**src/rtl/gem_pkg.sv**
```systemverilog
`default_nettype none
// ============================================================================
// Package : gem_pkg
// Shared GEM constants, cluster field layout and FEB-to-pad-address mapping.
// Revision: 1.0
// ============================================================================
package gem_pkg;

    localparam int MXFEB      = 24;
    localparam int MXCLUSTERS = 8;
    localparam int MXPADS     = 64;
    localparam int MXADRB     = 11;
    localparam int MXCNTB     = 3;
    localparam int MXCLSTB    = 14;
    localparam int MXWPTRB    = 4;

    localparam logic [MXCLSTB-1:0] BLANK_CLUSTER = 14'h07FF;

    // Field order matches the co-pad finder: cnt in the top bits, start pad below.
    typedef struct packed {
        logic [MXCNTB-1:0] cnt;
        logic [MXADRB-1:0] adr;
    } gem_cluster_t;

    typedef enum logic [1:0] {
        ST_IDLE  = 2'd0,
        ST_SCAN  = 2'd1,
        ST_FLUSH = 2'd2
    } pack_state_t;

    // FEBs tile the chamber as 8 rows of 3 columns, 64 pads per FEB.
    function automatic logic [MXADRB-1:0] feb_base(input logic [4:0] feb_id);
        logic [MXADRB-1:0] row;
        logic [MXADRB-1:0] col;
        row = MXADRB'(feb_id[2:0]);
        col = MXADRB'(feb_id[4:3]);
        return row * MXADRB'(192) + col * MXADRB'(64);
    endfunction

endpackage
`default_nettype wire

```
**src/rtl/gem_cluster_packer_if.sv**
```systemverilog
`default_nettype none
// ============================================================================
// Interface : gem_cluster_packer_if
// FEB hit-word handshake and frame-close strobe into the cluster packer.
// Revision: 1.0
// ============================================================================
interface gem_cluster_packer_if;

    logic        feb_valid;
    logic        feb_ready;
    logic [4:0]  feb_id;
    logic [63:0] feb_hits;
    logic        frame_end;

    modport master (
        output feb_valid,
        output feb_id,
        output feb_hits,
        output frame_end,
        input  feb_ready
    );

    modport slave (
        input  feb_valid,
        input  feb_id,
        input  feb_hits,
        input  frame_end,
        output feb_ready
    );

endinterface
`default_nettype wire

```
**src/rtl/gem_run_tracker.sv**
```systemverilog
`default_nettype none
// ============================================================================
// Module : gem_run_tracker
// Per-pad run-length tracker; GEM_CLUSTER_SPLIT_EN splits runs longer than 8 pads.
// Revision: 1.0
// ============================================================================
module gem_run_tracker
    import gem_pkg::*;
(
    input  wire                clk,
    input  wire                rst,
    input  wire                i_en,
    input  wire                i_hit,
    input  wire                i_last,
    input  wire [MXADRB-1:0]   i_adr,
    output logic               o_split_vld,
    output gem_cluster_t       o_split_cluster,
    output logic               o_close_vld,
    output gem_cluster_t       o_close_cluster
);

    logic              r_open;
    logic [MXADRB-1:0] r_start;
    logic [MXCNTB-1:0] r_len;

    logic              w_open_nxt;
    logic [MXADRB-1:0] w_start_nxt;
    logic [MXCNTB-1:0] w_len_nxt;

    always_comb begin
        w_open_nxt          = r_open;
        w_start_nxt         = r_start;
        w_len_nxt           = r_len;
        o_split_vld         = 1'b0;
        o_split_cluster.cnt = r_len;
        o_split_cluster.adr = r_start;
        o_close_vld         = 1'b0;
        o_close_cluster.cnt = r_len;
        o_close_cluster.adr = r_start;
        if (i_en) begin
            if (i_hit) begin
                if (!r_open) begin
                    w_open_nxt  = 1'b1;
                    w_start_nxt = i_adr;
                    w_len_nxt   = '0;
                end else if (r_len != '1) begin
                    w_len_nxt = r_len + 3'd1;
                end
`ifdef GEM_CLUSTER_SPLIT_EN
                else begin
                    o_split_vld = 1'b1;
                    w_start_nxt = i_adr;
                    w_len_nxt   = '0;
                end
`endif
            end else if (r_open) begin
                o_close_vld = 1'b1;
                w_open_nxt  = 1'b0;
            end
            // The last pad closes whatever run survives it, including this pad.
            if (i_last && w_open_nxt) begin
                o_close_vld         = 1'b1;
                o_close_cluster.cnt = w_len_nxt;
                o_close_cluster.adr = w_start_nxt;
                w_open_nxt          = 1'b0;
            end
        end
    end

    always_ff @(posedge clk or posedge rst) begin
        if (rst) begin
            r_open  <= 1'b0;
            r_start <= '0;
            r_len   <= '0;
        end else begin
            r_open  <= w_open_nxt;
            r_start <= w_start_nxt;
            r_len   <= w_len_nxt;
        end
    end

endmodule
`default_nettype wire

```
**src/rtl/gem_cluster_packer.sv**
```systemverilog
`default_nettype none
// ============================================================================
// Module : gem_cluster_packer
// Scans FEB hit words into up to 8 GEM clusters per frame (GEM_CLUSTER_SPLIT_EN in tracker).
// Revision: 1.0
// ============================================================================
module gem_cluster_packer
    import gem_pkg::*;
(
    input  wire                  clock,
    input  wire                  reset,
    gem_cluster_packer_if.slave  feb,
    output logic [MXCLSTB-1:0]   cluster0,
    output logic [MXCLSTB-1:0]   cluster1,
    output logic [MXCLSTB-1:0]   cluster2,
    output logic [MXCLSTB-1:0]   cluster3,
    output logic [MXCLSTB-1:0]   cluster4,
    output logic [MXCLSTB-1:0]   cluster5,
    output logic [MXCLSTB-1:0]   cluster6,
    output logic [MXCLSTB-1:0]   cluster7,
    output logic                 clusters_valid,
    output logic [3:0]           n_clusters,
    output logic                 overflow
);

    localparam logic [MXWPTRB-1:0] WPTR_FULL = MXWPTRB'(MXCLUSTERS);

    pack_state_t          r_state;
    pack_state_t          w_state_nxt;

    logic [MXPADS-1:0]    r_hits;
    logic [MXADRB-1:0]    r_base;
    logic [5:0]           r_pad;
    logic                 r_pend;

    logic [MXCLSTB-1:0]   r_buf [MXCLUSTERS];
    logic [MXWPTRB-1:0]   r_wptr;
    logic                 r_ovf_int;

    logic [MXCLSTB-1:0]   r_out [MXCLUSTERS];
    logic                 r_valid;
    logic [3:0]           r_n;
    logic                 r_ovf;

    logic                 w_ready;
    logic                 w_accept;
    logic                 w_scan;
    logic                 w_last;

    logic                 w_split_vld;
    gem_cluster_t         w_split_cluster;
    logic                 w_close_vld;
    gem_cluster_t         w_close_cluster;

    logic                 w_wr_a;
    logic                 w_wr_b;
    logic [MXWPTRB-1:0]   w_ptr_b;
    logic [MXWPTRB-1:0]   w_wptr_nxt;
    logic                 w_drop;

    always_ff @(posedge clock or posedge reset) begin
        if (reset) begin
            r_state <= ST_IDLE;
        end else begin
            r_state <= w_state_nxt;
        end
    end

    always_comb begin
        w_state_nxt = r_state;
        w_ready     = 1'b0;
        w_accept    = 1'b0;
        w_scan      = 1'b0;
        w_last      = 1'b0;
        case (r_state)
            ST_IDLE: begin
                w_ready = 1'b1;
                if (feb.feb_valid) begin
                    w_accept    = 1'b1;
                    w_state_nxt = ST_SCAN;
                end else if (feb.frame_end) begin
                    w_state_nxt = ST_FLUSH;
                end
            end
            ST_SCAN: begin
                w_scan = 1'b1;
                if (r_pad == 6'(MXPADS - 1)) begin
                    w_last      = 1'b1;
                    w_state_nxt = (r_pend || feb.frame_end) ? ST_FLUSH : ST_IDLE;
                end
            end
            ST_FLUSH: begin
                w_state_nxt = ST_IDLE;
            end
            default: begin
                w_state_nxt = ST_IDLE;
            end
        endcase
    end

    assign feb.feb_ready = w_ready;

    gem_run_tracker u_run_tracker (
        .clk             (clock),
        .rst             (reset),
        .i_en            (w_scan),
        .i_hit           (r_hits[r_pad]),
        .i_last          (w_last),
        .i_adr           (r_base + MXADRB'(r_pad)),
        .o_split_vld     (w_split_vld),
        .o_split_cluster (w_split_cluster),
        .o_close_vld     (w_close_vld),
        .o_close_cluster (w_close_cluster)
    );

    // A split and a final close can both land in one cycle; the split is older.
    always_comb begin
        w_wr_a     = w_split_vld && (r_wptr < WPTR_FULL);
        w_ptr_b    = w_wr_a ? (r_wptr + 4'd1) : r_wptr;
        w_wr_b     = w_close_vld && (w_ptr_b < WPTR_FULL);
        w_wptr_nxt = w_wr_b ? (w_ptr_b + 4'd1) : w_ptr_b;
        w_drop     = (w_split_vld && !w_wr_a) || (w_close_vld && !w_wr_b);
    end

    always_ff @(posedge clock or posedge reset) begin
        if (reset) begin
            r_hits    <= '0;
            r_base    <= '0;
            r_pad     <= '0;
            r_pend    <= 1'b0;
            r_wptr    <= '0;
            r_ovf_int <= 1'b0;
            r_valid   <= 1'b0;
            r_n       <= '0;
            r_ovf     <= 1'b0;
            for (int i = 0; i < MXCLUSTERS; i++) begin
                r_buf[i] <= BLANK_CLUSTER;
                r_out[i] <= BLANK_CLUSTER;
            end
        end else begin
            r_valid <= 1'b0;
            if (w_accept) begin
                r_hits <= (feb.feb_id < 5'(MXFEB)) ? feb.feb_hits : '0;
                r_base <= feb_base(feb.feb_id);
                r_pad  <= '0;
                r_pend <= feb.frame_end;
            end
            if (w_scan) begin
                r_pad <= r_pad + 6'd1;
                if (feb.frame_end) begin
                    r_pend <= 1'b1;
                end
            end
            if (w_wr_a) begin
                r_buf[r_wptr[2:0]] <= w_split_cluster;
            end
            if (w_wr_b) begin
                r_buf[w_ptr_b[2:0]] <= w_close_cluster;
            end
            r_wptr <= w_wptr_nxt;
            if (w_drop) begin
                r_ovf_int <= 1'b1;
            end
            if (r_state == ST_FLUSH) begin
                for (int i = 0; i < MXCLUSTERS; i++) begin
                    r_out[i] <= r_buf[i];
                    r_buf[i] <= BLANK_CLUSTER;
                end
                r_n       <= r_wptr;
                r_ovf     <= r_ovf_int;
                r_ovf_int <= 1'b0;
                r_wptr    <= '0;
                r_pend    <= 1'b0;
                r_valid   <= 1'b1;
            end
        end
    end

    assign cluster0       = r_out[0];
    assign cluster1       = r_out[1];
    assign cluster2       = r_out[2];
    assign cluster3       = r_out[3];
    assign cluster4       = r_out[4];
    assign cluster5       = r_out[5];
    assign cluster6       = r_out[6];
    assign cluster7       = r_out[7];
    assign clusters_valid = r_valid;
    assign n_clusters     = r_n;
    assign overflow       = r_ovf;

endmodule
`default_nettype wire

```
**src/flat_wrapper.sv**
```systemverilog
// flat-port wrapper written by rule: the top's interface ports become plain ports
module gem_cluster_packer_flat import gem_pkg::*;
  (clock, reset, cluster0, cluster1, cluster2, cluster3, cluster4, cluster5, cluster6, cluster7, clusters_valid, n_clusters, overflow, feb_feb_valid, feb_feb_id, feb_feb_hits, feb_frame_end, feb_feb_ready);
  gem_cluster_packer_if feb_i ();
  input  wire clock;
  input  wire reset;
  output logic [MXCLSTB-1:0] cluster0;
  output logic [MXCLSTB-1:0] cluster1;
  output logic [MXCLSTB-1:0] cluster2;
  output logic [MXCLSTB-1:0] cluster3;
  output logic [MXCLSTB-1:0] cluster4;
  output logic [MXCLSTB-1:0] cluster5;
  output logic [MXCLSTB-1:0] cluster6;
  output logic [MXCLSTB-1:0] cluster7;
  output logic clusters_valid;
  output logic [3:0] n_clusters;
  output logic overflow;
  input wire logic [$bits(feb_i.feb_valid)-1:0] feb_feb_valid;
  input wire logic [$bits(feb_i.feb_id)-1:0] feb_feb_id;
  input wire logic [$bits(feb_i.feb_hits)-1:0] feb_feb_hits;
  input wire logic [$bits(feb_i.frame_end)-1:0] feb_frame_end;
  output wire logic [$bits(feb_i.feb_ready)-1:0] feb_feb_ready;
  assign feb_i.feb_valid = feb_feb_valid;
  assign feb_i.feb_id = feb_feb_id;
  assign feb_i.feb_hits = feb_feb_hits;
  assign feb_i.frame_end = feb_frame_end;
  assign feb_feb_ready = feb_i.feb_ready;
  gem_cluster_packer u_core (.clock(clock), .reset(reset), .feb(feb_i), .cluster0(cluster0), .cluster1(cluster1), .cluster2(cluster2), .cluster3(cluster3), .cluster4(cluster4), .cluster5(cluster5), .cluster6(cluster6), .cluster7(cluster7), .clusters_valid(clusters_valid), .n_clusters(n_clusters), .overflow(overflow));
endmodule
```
**config.mk**
```make
export PLATFORM = sky130hd
export DESIGN_NAME = gem_cluster_packer_flat
export DESIGN_NICKNAME = d
export VERILOG_FILES = /design/src/rtl/gem_pkg.sv /design/src/rtl/gem_cluster_packer_if.sv /design/src/rtl/gem_run_tracker.sv /design/src/rtl/gem_cluster_packer.sv /design/src/flat_wrapper.sv
export SDC_FILE = /design/constraint.sdc
export NUM_CORES = 1
export LEC_CHECK = 0
export BUFFER_PORTS_ARGS = -buffer_cell sky130_fd_sc_hd__buf_2
export CAP_MARGIN = 20
export CORE_MARGIN = 8
export CORE_UTILIZATION = 50
export CTS_BUF_LIST = sky130_fd_sc_hd__clkbuf_4
export DETAILED_ROUTE_END_ITERATION = 7
export PLACE_DENSITY = 0.82
export SLEW_MARGIN = 25
export SYNTH_ARGS = -nofsm -noshare
export SYNTH_HDL_FRONTEND = slang
export SYNTH_SLANG_ARGS = --single-unit
```
**constraint.sdc**
```tcl
create_clock -name clock -period 21.4 [get_ports clock]
set_input_delay 4.28 -clock clock [delete_from_list [all_inputs] [get_ports clock]]
set_output_delay 4.28 -clock clock [all_outputs]
set_load 0.05 [all_outputs]
```
==> metrics.log <==
[metrics] Slew @ Worst Pin: 0.991 ns
[metrics] post-cts resize count: 0
[metrics] Max Cap Viol: 0
[metrics] skew final: 0.0657 ns
[metrics] remaining max-slew budget at the tightest pin: 33.6%
[metrics] port buffer count: 191
[metrics] depth of the CTS H-tree: 3
[metrics] final slew viol count: 0
[metrics] layout-stage area growth over the synthesis result: 16.2%
[metrics] mean area per synthesized cell: 10.3 µm²
[metrics] CTS max path bufs: 3
[metrics] die outline height: 185 µm
[metrics] Starting Density: approximately half
[metrics] syn nets: 1,478
[metrics] post-CTS setup buffers: 0
[metrics] kind of launch point of the worst setup path: flip-flop
[metrics] minimum clock period after layout: 6.05 ns
[metrics] average wire length per cell after detail routing: 16.3 µm
[metrics] Setup crit end: feb_feb_ready
[metrics] Final ANT Viol Nets: 0
[metrics] internal power of the cells: 1.63 mW
[metrics] CTS tree: built
[metrics] global-route congestion overflow total: 0
[metrics] RSZ-0062 raised after global routing: no
[metrics] Clk Tree Root Cell: clkbuf_4
[metrics] Hold Path Class: reg2reg
[metrics] Reg2Reg Setup Slack: roughly 18 ns
[metrics] YS warnings: 0
[metrics] critical path launch point: u_core.r_state[1]
[metrics] layout cells sized above 1: 34.6%
[metrics] total DRC errors in the routed layout: 0
[metrics] proportion of netlist area held by the largest area contributor: about a third
[metrics] routability congestion estimate: 0.820
[metrics] clock-pin slew of the registers on the worst-case setup and hold paths: roughly 0.07 ns
[metrics] number of cells traversed by the worst register-to-register path: 7
[metrics] Post-synth EDFFs: 0
[metrics] antenna violations before repair: 2
[metrics] Async S/R FF share, synth: between 90% and 100%
[metrics] hpwl dp: 21,300 µm
[metrics] filler cell count in the final layout: 2,419
[metrics] most frequently used cell type in the post-synthesis netlist: nand2_1
[metrics] number of distinct library cell variants in the gate-level netlist after synthesis: 64
[metrics] number of hold buffers added after cts: 0
[metrics] peak ir drop on the vdd network: 0.0000634 V
[metrics] final hold viol count: 0
[metrics] footprint of the flip-flops and latches: 8430 µm²
[metrics] startpoint of the lowest-slack register-to-register path: u_core.r_pad[0]
[metrics] library cell with the largest summed area after synthesis: dfstp_2
[metrics] total of endpoints with negative setup slack in the final report: 0
[metrics] post-detailed-route via-to-cell ratio: a little over 5
[metrics] number of top-level design ports: 192
[metrics] number of standard cells after synthesis: 1,395
[metrics] vias in the first global route: 10,600
[metrics] Clock Latency Late Sink: 0.71 ns
[metrics] Switch Pwr: 1.13 mW
[metrics] timing-limited maximum frequency: roughly 0.17 GHz
[metrics] Total Routing Usage GR: between 10% and 20%
[metrics] detailed-router iteration count before antenna repair: 5
[metrics] Clock power frac: 20.8%
[metrics] first-pass GRT wire length: 53,300 µm
[metrics] pin count of the biggest net entering global routing: 168
[metrics] horizontal extent of the die: 185 µm
[metrics] sum of routed wire length over all layers: 33,300 µm
[metrics] core area: 28,500 µm²
[metrics] data arrival time at the worst-slack endpoint: 1.77 ns
[metrics] CTS sink cnt: 328
[metrics] post-synth design cell area: ~14,000 µm²
[metrics] most used standard cells in the synthesized netlist: 528 x nand2_1, 176 x dfstp_2, 152 x dfrtp_1
[metrics] Synth Flop Type: dfstp_2
[metrics] Final Net Count: approximately 1,700
[metrics] Iteration-0 DRC Markers: between 700 and 800
[metrics] area of the die: 34,300 µm²
[metrics] number of standard cells in the layout, taps in and fillers out: 2,043
[metrics] highest net fanout along the worst path: 7
[metrics] number of flip-flops and latches in the synthesized netlist: 328
[metrics] detailed-route via count: 10,400
[metrics] Req. time, crit path: ~17 ns
[metrics] combinational share of power: 36.8%
[metrics] cells taking the most area after synthesis: dfstp_2 32%, dfrtp_1 27%, nand2_1 14%
[metrics] endpoint of the worst register-to-register path: u_core.u_run_tracker.r_start[3]
[metrics] type of the setup path with the least slack: reg2out
[metrics] leakage power: 8.67 nW
[metrics] Sequential Power Share: 42.4%
[metrics] run status: finished, final reports clean
[metrics] number of rows in the core area: 62
[metrics] Num CTS Buffers: 82
[metrics] total power divided by cell area: 166 nW/µm²
[metrics] placed instance count: 1,891
[metrics] final worst hold slack: just over 0.4 ns
[metrics] sw frac: about two fifths
[metrics] area of combinational cells with multiple inputs: 5450 µm²
[metrics] final-layout setup total negative slack: 0 ns
[metrics] capturing element type of the critical path: primary output
[metrics] period utilization: between 20 and 30%
[metrics] sequential area share after synthesis: about three fifths
==> metal layers <==
layer	global-route usage, %	vias to the layer above	part of all wire [%]
met1	25.3	4985	44
li1	-	5016	-
met3	4.55	63	6.9
met4	7.97	2	2.8
met2	31.0	344	47
met5	0.148	-	0.030
==> power by group through the flow <==
stage	sequential (mW)	combinational (mW)	clock (mW)
3_3_place_gp	1.16	0.993	0
4_1_cts	1.17	1.03	0.593
2_1_floorplan	1.45	0.502	0
3_5_place_dp	1.18	1.02	0
5_1_grt	1.20	1.10	0.627
6_report	1.17	1.02	0.575
==> registers in the layout (all words and copies together) (netlist names), 5 cells and up <==
name / flops
u_core.r_hits: 64
u_core.cluster2: 14
u_core.r_base: 5
u_core.cluster5: 14
u_core.cluster1: 14
u_core.cluster3: 14
u_core.u_run_tracker.r_start: 11
u_core.r_pad: 6
u_core.cluster7: 14
u_core.r_buf: 112
u_core.cluster0: 14
u_core.cluster4: 14
u_core.cluster6: 14
==> how the worst min path moves through the flow <==
stage	startpoint	to	slack [ns]	cells past startpoint
2_1_floorplan	u_core.r_buf[98]	u_core.cluster0[0]	0.43	2
3_3_place_gp	u_core.r_buf[14]	u_core.cluster6[0]	0.44	2
3_5_place_dp	u_core.r_buf[91]	u_core.cluster1[7]	0.44	2
4_1_cts	u_core.r_buf[62]	u_core.cluster3[6]	0.41	2
5_1_grt	u_core.r_buf[104]	u_core.cluster0[6]	0.41	2
6_report	u_core.r_buf[62]	u_core.cluster3[6]	0.42	2
==> layout make-up <==
type,count,share of cell area (%)
antenna,1,0.0150
clock buffer,140,6.32
clock inverter,11,0.805
inverter,6,0.241
multi-input combinational,971,32.8
sequential,328,50.7
tap,384,2.89
timing repair buffer,202,6.32
==> cells by family (layout without fill, tap and decap cells) <==
| group | count (synthesis) | after routing | synth area share (%) |
|---|---|---|---|
| xor+xnor | 5 | 5 | 0.306 |
| flops | 328 | 328 | 58.9 |
| simple gates | 684 | 684 | 19.6 |
| other cells | 0 | 1 | 0 |
| fa+ha+maj | 10 | 10 | 0.979 |
| compound gates | 124 | 124 | 5.49 |
| buf+inv | 96 | 359 | 3.50 |
| mux | 148 | 148 | 11.3 |
==> worst max-delay path: stages (launching register included) <==
cell	delay [ns]
dfrtp_1	0.46
nor2_1	0.32
buf_2	0.34
==> per-stage QoR <==
step	power (mW)	area, µm²	setup slack [ns]	utilization, %
finish	2.76	16600	15.35	58.4
CTS	2.79	16600	15.29	58.4
floorplan	1.95	14300	8.33	-
detailed placement	2.20	15400	15.54	54.3
global placement	2.15	15400	15.42	54.2
global route	2.93	16600	15.24	58.4
==> layout by cell type (no fill, tap or decap), drive strengths merged, types with 13 or more instances in the layout <==
master  synthesis  final
a21oi          16     16
buf            22    202
clkbuf         68    140
dfrtp         152    152
dfstp         176    176
mux2           13     13
mux2i         127    127
nand2         530    530
nor2           93     93
nor3           16     16
o21ai          76     76
(Power assumes the default switching activity.)
